--- config.mk ---
export PLATFORM = sky130hd
export DESIGN_NAME = plot_arbiter
export DESIGN_NICKNAME = d
export VERILOG_FILES = /design/src/rtl/plot_arbiter.sv
export SDC_FILE = /design/constraint.sdc
export NUM_CORES = 1
export LEC_CHECK = 0
export ABC_CLOCK_PERIOD_IN_PS = 4200
export CAP_MARGIN = 25
export CORE_MARGIN = 3
export CORE_UTILIZATION = 50
export DETAILED_ROUTE_END_ITERATION = 6
export PLACE_DENSITY = 0.83
export SYNTH_ARGS = -nofsm -noshare
export SYNTH_HDL_FRONTEND = slang
export SYNTH_SLANG_ARGS = --single-unit
--- constraint.sdc ---
create_clock -name CLOCK_50 -period 4.2 [get_ports CLOCK_50]
set_input_delay 0.84 -clock CLOCK_50 [delete_from_list [all_inputs] [get_ports CLOCK_50]]
set_output_delay 0.84 -clock CLOCK_50 [all_outputs]
set_load 0.01 [all_outputs]
--- src/rtl/plot_arbiter.sv ---
// Arbitrates the single VGA write port between three player-cell requesters
// (each expanded to a 2x2 pixel burst) and a full-screen background clear sweep.
module plot_arbiter #(
    parameter int         GRID_W    = 80,
    parameter int         GRID_H    = 60,
    parameter logic [5:0] BG_COLOUR = 6'b000000
) (
    input  logic        CLOCK_50,
    input  logic        reset,
    input  logic [2:0]  req,
    input  logic [20:0] req_x,
    input  logic [17:0] req_y,
    input  logic [17:0] req_colour,
    output logic [2:0]  ack,
    input  logic        clear_start,
    output logic        clear_busy,
    output logic        clear_done,
    output logic [7:0]  x,
    output logic [6:0]  y,
    output logic [5:0]  colour,
    output logic        plot
);

    localparam logic [7:0] X_LAST = 8'(2 * GRID_W - 1);
    localparam logic [6:0] Y_LAST = 7'(2 * GRID_H - 1);
    localparam logic [6:0] GW     = 7'(GRID_W);
    localparam logic [5:0] GH     = 6'(GRID_H);

    typedef enum logic [1:0] {S_IDLE, S_DRAW, S_CLEAR} state_t;

    state_t      state_q;
    logic [1:0]  rr_q;
    logic [1:0]  pix_q;
    logic        pending_q;
    logic        inrange_q;
    logic [7:0]  bx_q;
    logic [6:0]  by_q;
    logic [7:0]  x_q;
    logic [6:0]  y_q;
    logic [5:0]  colour_q;
    logic        plot_q;
    logic [2:0]  ack_q;
    logic        busy_q;
    logic        done_q;

    logic        gnt_vld;
    logic [1:0]  gnt_idx;
    logic [6:0]  sel_x;
    logic [5:0]  sel_y;
    logic [5:0]  sel_col;
    logic        sel_in;
    logic [7:0]  clr_nx;
    logic [6:0]  clr_ny;
    logic        clr_nlast;

    function automatic logic [1:0] rr_idx(input logic [1:0] base, input int k);
        int s;
        s = int'(base) + k;
        if (s >= 3) s = s - 3;
        return 2'(s);
    endfunction

    // Walk the search order backwards so the nearest requester to rr_q wins.
    always_comb begin
        gnt_vld = 1'b0;
        gnt_idx = 2'd0;
        for (int k = 2; k >= 0; k--) begin
            if (req[rr_idx(rr_q, k)]) begin
                gnt_vld = 1'b1;
                gnt_idx = rr_idx(rr_q, k);
            end
        end
        sel_x   = req_x[7*gnt_idx +: 7];
        sel_y   = req_y[6*gnt_idx +: 6];
        sel_col = req_colour[6*gnt_idx +: 6];
        sel_in  = (sel_x < GW) && (sel_y < GH);
    end

    always_comb begin
        clr_nx = x_q + 8'd1;
        clr_ny = y_q;
        if (x_q == X_LAST) begin
            clr_nx = 8'd0;
            clr_ny = y_q + 7'd1;
        end
        clr_nlast = (clr_nx == X_LAST) && (clr_ny == Y_LAST);
    end

    always_ff @(posedge CLOCK_50) begin
        if (reset) begin
            state_q   <= S_IDLE;
            rr_q      <= 2'd0;
            pix_q     <= 2'd0;
            pending_q <= 1'b0;
            inrange_q <= 1'b0;
            bx_q      <= 8'd0;
            by_q      <= 7'd0;
            x_q       <= 8'd0;
            y_q       <= 7'd0;
            colour_q  <= 6'd0;
            plot_q    <= 1'b0;
            ack_q     <= 3'd0;
            busy_q    <= 1'b0;
            done_q    <= 1'b0;
        end else begin
            ack_q  <= 3'd0;
            done_q <= 1'b0;
            if (clear_start && state_q != S_CLEAR) pending_q <= 1'b1;

            case (state_q)
                S_IDLE: begin
                    plot_q <= 1'b0;
                    busy_q <= clear_start;
                    if (pending_q) begin
                        // Clear wins over player requests; first pixel goes out now.
                        state_q   <= S_CLEAR;
                        pending_q <= 1'b0;
                        busy_q    <= 1'b1;
                        x_q       <= 8'd0;
                        y_q       <= 7'd0;
                        colour_q  <= BG_COLOUR;
                        plot_q    <= 1'b1;
                    end else if (gnt_vld) begin
                        state_q   <= S_DRAW;
                        ack_q     <= 3'b001 << gnt_idx;
                        rr_q      <= (gnt_idx == 2'd2) ? 2'd0 : gnt_idx + 2'd1;
                        bx_q      <= {sel_x, 1'b0};
                        by_q      <= {sel_y, 1'b0};
                        x_q       <= {sel_x, 1'b0};
                        y_q       <= {sel_y, 1'b0};
                        colour_q  <= sel_col;
                        inrange_q <= sel_in;
                        plot_q    <= sel_in;
                        pix_q     <= 2'd1;
                    end
                end
                S_DRAW: begin
                    busy_q <= pending_q | clear_start;
                    // pix_q wraps to 0 after the fourth pixel: one tail cycle, then IDLE.
                    if (pix_q == 2'd0) begin
                        state_q <= S_IDLE;
                        plot_q  <= 1'b0;
                    end else begin
                        x_q    <= bx_q + {7'd0, pix_q[0]};
                        y_q    <= by_q + {6'd0, pix_q[1]};
                        plot_q <= inrange_q;
                        pix_q  <= pix_q + 2'd1;
                    end
                end
                S_CLEAR: begin
                    if (done_q) begin
                        state_q <= S_IDLE;
                        plot_q  <= 1'b0;
                        busy_q  <= 1'b0;
                    end else begin
                        x_q    <= clr_nx;
                        y_q    <= clr_ny;
                        plot_q <= 1'b1;
                        busy_q <= 1'b1;
                        done_q <= clr_nlast;
                    end
                end
                default: begin
                    state_q <= S_IDLE;
                    plot_q  <= 1'b0;
                end
            endcase
        end
    end

    assign ack        = ack_q;
    assign clear_busy = busy_q;
    assign clear_done = done_q;
    assign x          = x_q;
    assign y          = y_q;
    assign colour     = colour_q;
    assign plot       = plot_q;

endmodule

Yosys cells after proc, flatten, opt, wreduce, memory -nomap -nowiden
Cells that the tools add are included.
{ "op_classes": {"addsub": 11, "n_mul": 2, "n_lt_le_gt_ge": 8, "n_eq_ne": 14, "shifts": 4, "muxes": 48, "bitwise": 5, "n_reduce_logical": 15} }
{ "op_table": {"columns": ["op", "count"], "rows": [
  ["$mux 8", 5],
  ["$shiftx 18x6->6", 2],
  ["$mux 7", 5],
  ["$mux 2", 13],
  ["$pmux 8 s3", 1],
  ["$pmux 7 s3", 1],
  ["$shiftx 21x6->7", 1],
  ["$eq 8x8->1 const B", 2],
  ["$mux 1", 14],
  ["$ne 2x2->1 const B", 7],
  ["$mux 6", 2],
  ["$lt 2x3->1 const B", 3],
  ["$add 8x1->8", 1],
  ["$add 8x1->8 const B", 1],
  ["$reduce_and 4->1", 2],
  ["$add 7x1->7", 1],
  ["$add 7x1->7 const B", 1],
  ["$eq 7x7->1 const B", 1],
  ["$lt 7x7->1 const B", 1],
  ["$bmux 1 s2", 3],
  ["$ge 3x2->1 const B", 2],
  ["$lt 6x6->1 const B", 1],
  ["$pmux 1 s3", 2],
  ["$pmux 2 s3", 1],
  ["22 further kinds", 34]
]} }
{ "word_totals": {"register_bits": 48, "in_bits": 63, "output_inout_bits": 27, "word_cells": 121} }

Depth between registers and ports, before layout
{ "depth": {"ltp_word": 15, "mapped_depth": 12, "mapped_depth_nobuf": 9} }

Worst setup path before layout
Ideal clock, no wire load.
{ "synth_timing": {"kind": "input -> register", "from": "input req[2]", "to": "register inrange_q", "setup_ns": 0.096, "arrival_ns": 2.504, "required_ns": 4.104, "setup_slack_ns": 1.600, "cell_stages": 7, "n_path_buf": 0, "path_cell_list": "a22oi_1 > o22ai_1 > o31ai_4 > mux2_1 > mux2i_1 > a21boi_1 > o41ai_2"} }
{ "synth_between": {"elab_chain_cells": 9, "elab_cells_between_ends": 20, "classes_between": "mul: 2; order compare: 2; shift: 2; mux: 12; reduce/logical: 2"} }
{ "synth_lines": {"columns": ["item", "line", "rtl"], "rows": [
  ["from (decl)", "10", "input logic [2:0] req,"],
  ["$bmux 1 s2", "68", "if (req[rr_idx(rr_q, k)]) begin"],
  ["$mux 1 (not written as such)", "68", null],
  ["$mux 2 (3 in series)", "68", null],
  ["$mul 3x2->5 or $mul 2x2->4 (tied branches)", "73, 74", null],
  ["$shiftx 21x6->7 or $shiftx 18x6->6 (tied branches)", "73, 74", null],
  ["$lt 7x7->1 or $lt 6x6->1 (tied branches)", "76", "sel_in = (sel_x < GW) && (sel_y < GH);"],
  ["$logic_and 1x1->1", "76", null],
  ["to (signal assigned)", "132", "inrange_q <= sel_in;"],
  ["to (decl)", "35", "logic inrange_q;"]
]} }
Parallel ways exist; a longest one is shown, timed or not. The select of a mux whose other input is x is not followed.
A chain may end at the register's enable or synchronous reset.

Worst setup path after layout
Ends and elaborated chain as after synthesis.

==> implementation parameters <==
Parameter                              Value

Layout
  Share of post-route cells with drive strength above 1    5.41%
  Leading cell type in the layout, fill and taps excluded    sky130_fd_sc_hd__clkdlybuf4s50_1
  Signed area change from the synthesized netlist to the final layout    29.4%
  Ant. Diodes    0
  Most frequent cells in the layout    88 x sky130_fd_sc_hd__clkdlybuf4s50_1, 56 x sky130_fd_sc_hd__nand2_1, 56 x sky130_fd_sc_hd__nor2_1
  Nets    554

Detailed routing
  Detailed Route Iter0 Violations    248
  Drt wl/cell    16.7 um
  Detailed-route via count    3382
  First-pass DRT Iterations    5
  Total detailed-routing wirelength    9260 um
  Number of design rule violations left after detail routing    0
  Vias per cell    6.08
  Routed Antenna Nets    0

Synth
  Post-synthesis instance total    409
  Arithmetic-cell share of the synthesized area counting full adders, half adders and majority gates    4.29%
  Async set-reset flop share out of synthesis    0%
  Post-synth cell types    59
  Synth Flop Type    sky130_fd_sc_hd__dfxtp_1
  Part of the Yosys area used for sequential elements    30.0%
  Dominant combinational cell family by area after synthesis    simple AND/OR/NAND/NOR gates
  #FFs+latches synth    48
  Number of enable flip-flop cells after synthesis    0
  Share of the synthesized area in compound gates (AO/OA/AOI/OAI)    23.9%
  Portion of netlist area occupied by mux cells    7.14%
  Net count after synthesis    483
  Post-Synth XOR/XNOR Area    3.01%
  Number of synthesis warnings    0
  Synthesized area divided by synthesized cell count    7.84 um^2
  Netlist area before placement    3210 um^2
  Simple-gate portion of the synthesized area    24.8%

Flow run
  Max-cap check violation count    0

Floorplanning
  Core Rows    28
  Y dimension of the die    86.1 um
  Initial Utilization    52.9%
  Num ports    90
  Die Footprint    7410 um^2
  Floorplan die width    86.1 um
  Placeable core area    6060 um^2

STA
  Final clock period utilization by the worst path    77.4%
  Max Fclk    307 MHz
  Post-Route Setup TNS    0 ns
  Slew at the pin closest to its max-slew limit    0.943 ns
  Final setup violation count    0
  Max_slew headroom    37.1%
  Max Slew Vio Count    0
  Worst hold slack    0.496 ns
  RSZ-0062 raised after global routing    false
  Final clock skew    0.00689 ns
  Time the worst path needs with I/O delays and setup    3.25 ns
  Final setup margin    0.947 ns
  Final number of hold-violating endpoints    0

Clock tree
  Worst-skew pair later-pin latency    0.30 ns
  Number of clock sinks seen by CTS    48
  Post-CTS repair timing setup buffer count    0
  Cts hold-fix bufs    0
  Total CTS buffers    5
  Htree depth    2
  Clk root buf    sky130_fd_sc_hd__clkbuf_8
  Maximum clock insertion buffer count    2
  CTS resizes    0
  CTS tree    done
  Clock-pin slew of the registers on the worst-case setup and hold paths    0.09 ns

Setup path
  Reg-to-reg critical path startpoint    rr_q[0]
  Arrival time reported for the critical path endpoint    3.40 ns
  Required arrival time at the worst endpoint    4.35 ns
  Internal reg-to-reg setup slack    1.16 ns
  Worst Path Max Fanout    11
  Endpoint kind of the worst setup timing path    flip-flop
  CP startpoint kind    primary input
  Worst r2r path cells    10
  Class of the most critical setup path    primary input to flip-flop
  Terminus of the critical flop-to-flop path    inrange_q

Place
  PortBufs    89
  Routability cong.    0.840
  Setup WS pre-CTS    0.684 ns
  DPL Wire Length    6740 um

Min path
  Worst Hold Endpoint    rr_q[0]
  Hold_sp    rr_q[0]
  Hold Path Stages    2
  HP Class    flip-flop to flip-flop

Global routing
  Global-route congestion overflow total    0
  Total routing resource utilization after global routing    25.0%
  Vias in the first global route    3193
  Pin count of the biggest net entering global routing    50
  Initial antenna violation count    0
  Global-route wire length before repair    15100 um

Pwr
  Leakage Power    1.62 nW
  Maximum VDD drop    0.421 mV
  Total power    2.94 mW
  Power density over the cells    708 nW/um^2

Status
  Result of the run    completed
metal layers:
layer  routed length, um  global-route usage (%)
met1                3960                    32.0
met2                4440                    41.6
met3                 695                    5.19
met4                 162                    8.63
met5                   0                       0
report_power, final:
group | switching (mW) | total [mW] | internal (mW) | leakage [nW]
Clock | 0.154 | 0.288 | 0.134 | 0.0445
Sequential | 0.152 | 0.774 | 0.622 | 0.396
Combinational | 1.09 | 1.87 | 0.788 | 1.17
layout make-up:
| type | instances | area (um^2) |
|---|---|---|
| Fill cell | 521 | 1910 |
| Timing Repair Buffer | 94 | 923 |
| Clock inverter | 1 | 7.51 |
| Inverter | 14 | 52.6 |
| Sequential cell | 48 | 961 |
| Clock buffer | 7 | 86.3 |
| Tap cell | 75 | 93.8 |
| Multi-Input combinational cell | 317 | 2020 |
cell families (layout without fill, tap and decap cells):
logic type	count (synthesis)	after routing
AO/OA/AOI/OAI	100	100
multiplexers	22	22
XOR/XNOR	11	11
flip-flops	48	48
adder cells (fa/ha/maj)	11	11
AND/OR/NAND/NOR	173	173
buffers and inverters	44	116
critical path, stage by stage:
cell                              delay [ns]
sky130_fd_sc_hd__clkdlybuf4s50_1        0.50
sky130_fd_sc_hd__a22oi_1                0.23
sky130_fd_sc_hd__o22ai_1                0.18
sky130_fd_sc_hd__o31ai_4                0.55
sky130_fd_sc_hd__buf_4                  0.29
sky130_fd_sc_hd__a21oi_1                0.05
sky130_fd_sc_hd__a31oi_1                0.29
sky130_fd_sc_hd__a21boi_1               0.33
sky130_fd_sc_hd__o41ai_2                0.12
state kept, by name, summed over array words and instances, names as in the netlist, 2 cells and up:
register  cells
by_q          6
y             7
ack           3
bx_q          7
colour        6
x             8
pix_q         2
state_q       2
rr_q          2
worst max path at each step:
stage                     startpoint        end  cells past startpoint
after detailed placement      req[2]  inrange_q                      8
after global routing          req[1]  inrange_q                      8
after global placement        req[1]  inrange_q                      9
after CTS                     req[2]  inrange_q                      8
final                         req[2]  inrange_q                      9
after floorplan               req[2]  inrange_q                      7
cells in the mapped netlist, types with 2 or more instances:
master / n / share of area, %
sky130_fd_sc_hd__a222oi_1: 6 / 1.9
sky130_fd_sc_hd__nor3_1: 18 / 2.8
sky130_fd_sc_hd__nand2b_1: 8 / 1.6
sky130_fd_sc_hd__nor2_1: 56 / 6.6
sky130_fd_sc_hd__a21oi_1: 16 / 2.5
sky130_fd_sc_hd__a21boi_1: 2 / 0.47
sky130_fd_sc_hd__nand4_1: 8 / 1.6
sky130_fd_sc_hd__xnor2_1: 6 / 1.6
sky130_fd_sc_hd__dfxtp_1: 48 / 30
sky130_fd_sc_hd__nand2_1: 56 / 6.6
sky130_fd_sc_hd__mux2i_1: 17 / 5.3
sky130_fd_sc_hd__nor4_1: 2 / 0.39
sky130_fd_sc_hd__a21o_1: 3 / 0.70
sky130_fd_sc_hd__a32oi_1: 2 / 0.55
sky130_fd_sc_hd__buf_6: 6 / 2.1
sky130_fd_sc_hd__a22o_1: 5 / 1.4
sky130_fd_sc_hd__o21ai_1: 8 / 1.2
sky130_fd_sc_hd__a211oi_2: 2 / 0.78
sky130_fd_sc_hd__inv_1: 14 / 1.6
sky130_fd_sc_hd__mux2_1: 2 / 0.70
sky130_fd_sc_hd__clkbuf_1: 15 / 1.8
sky130_fd_sc_hd__mux2_2: 2 / 0.70
sky130_fd_sc_hd__o21ai_0: 14 / 2.2
sky130_fd_sc_hd__nor2b_1: 2 / 0.39
sky130_fd_sc_hd__o31ai_1: 2 / 0.47
sky130_fd_sc_hd__a221oi_1: 11 / 3.0
sky130_fd_sc_hd__a22oi_1: 5 / 1.2
sky130_fd_sc_hd__buf_2: 6 / 0.94
sky130_fd_sc_hd__buf_1: 2 / 0.23
sky130_fd_sc_hd__a311oi_2: 2 / 0.94
sky130_fd_sc_hd__a31oi_1: 6 / 1.2
sky130_fd_sc_hd__nor4b_1: 2 / 0.55
sky130_fd_sc_hd__ha_1: 11 / 4.3
sky130_fd_sc_hd__a221o_1: 2 / 0.62
sky130_fd_sc_hd__and3_1: 4 / 0.78
sky130_fd_sc_hd__xor2_1: 5 / 1.4
sky130_fd_sc_hd__a211oi_1: 3 / 0.70
sky130_fd_sc_hd__nand3_1: 8 / 1.2
sky130_fd_sc_hd__nor4bb_1: 2 / 0.62
metrics by stage:
stage | cells | util (%) | area [um^2]
floorplan | 409 | - | 3210
global placement | 548 | 66.9 | 4050
detailed placement | 548 | 66.9 | 4050
CTS | 556 | 68.4 | 4150
global route | 556 | 68.4 | 4150
finish | 556 | 68.4 | 4150
Power figures use the tool's default switching activity.
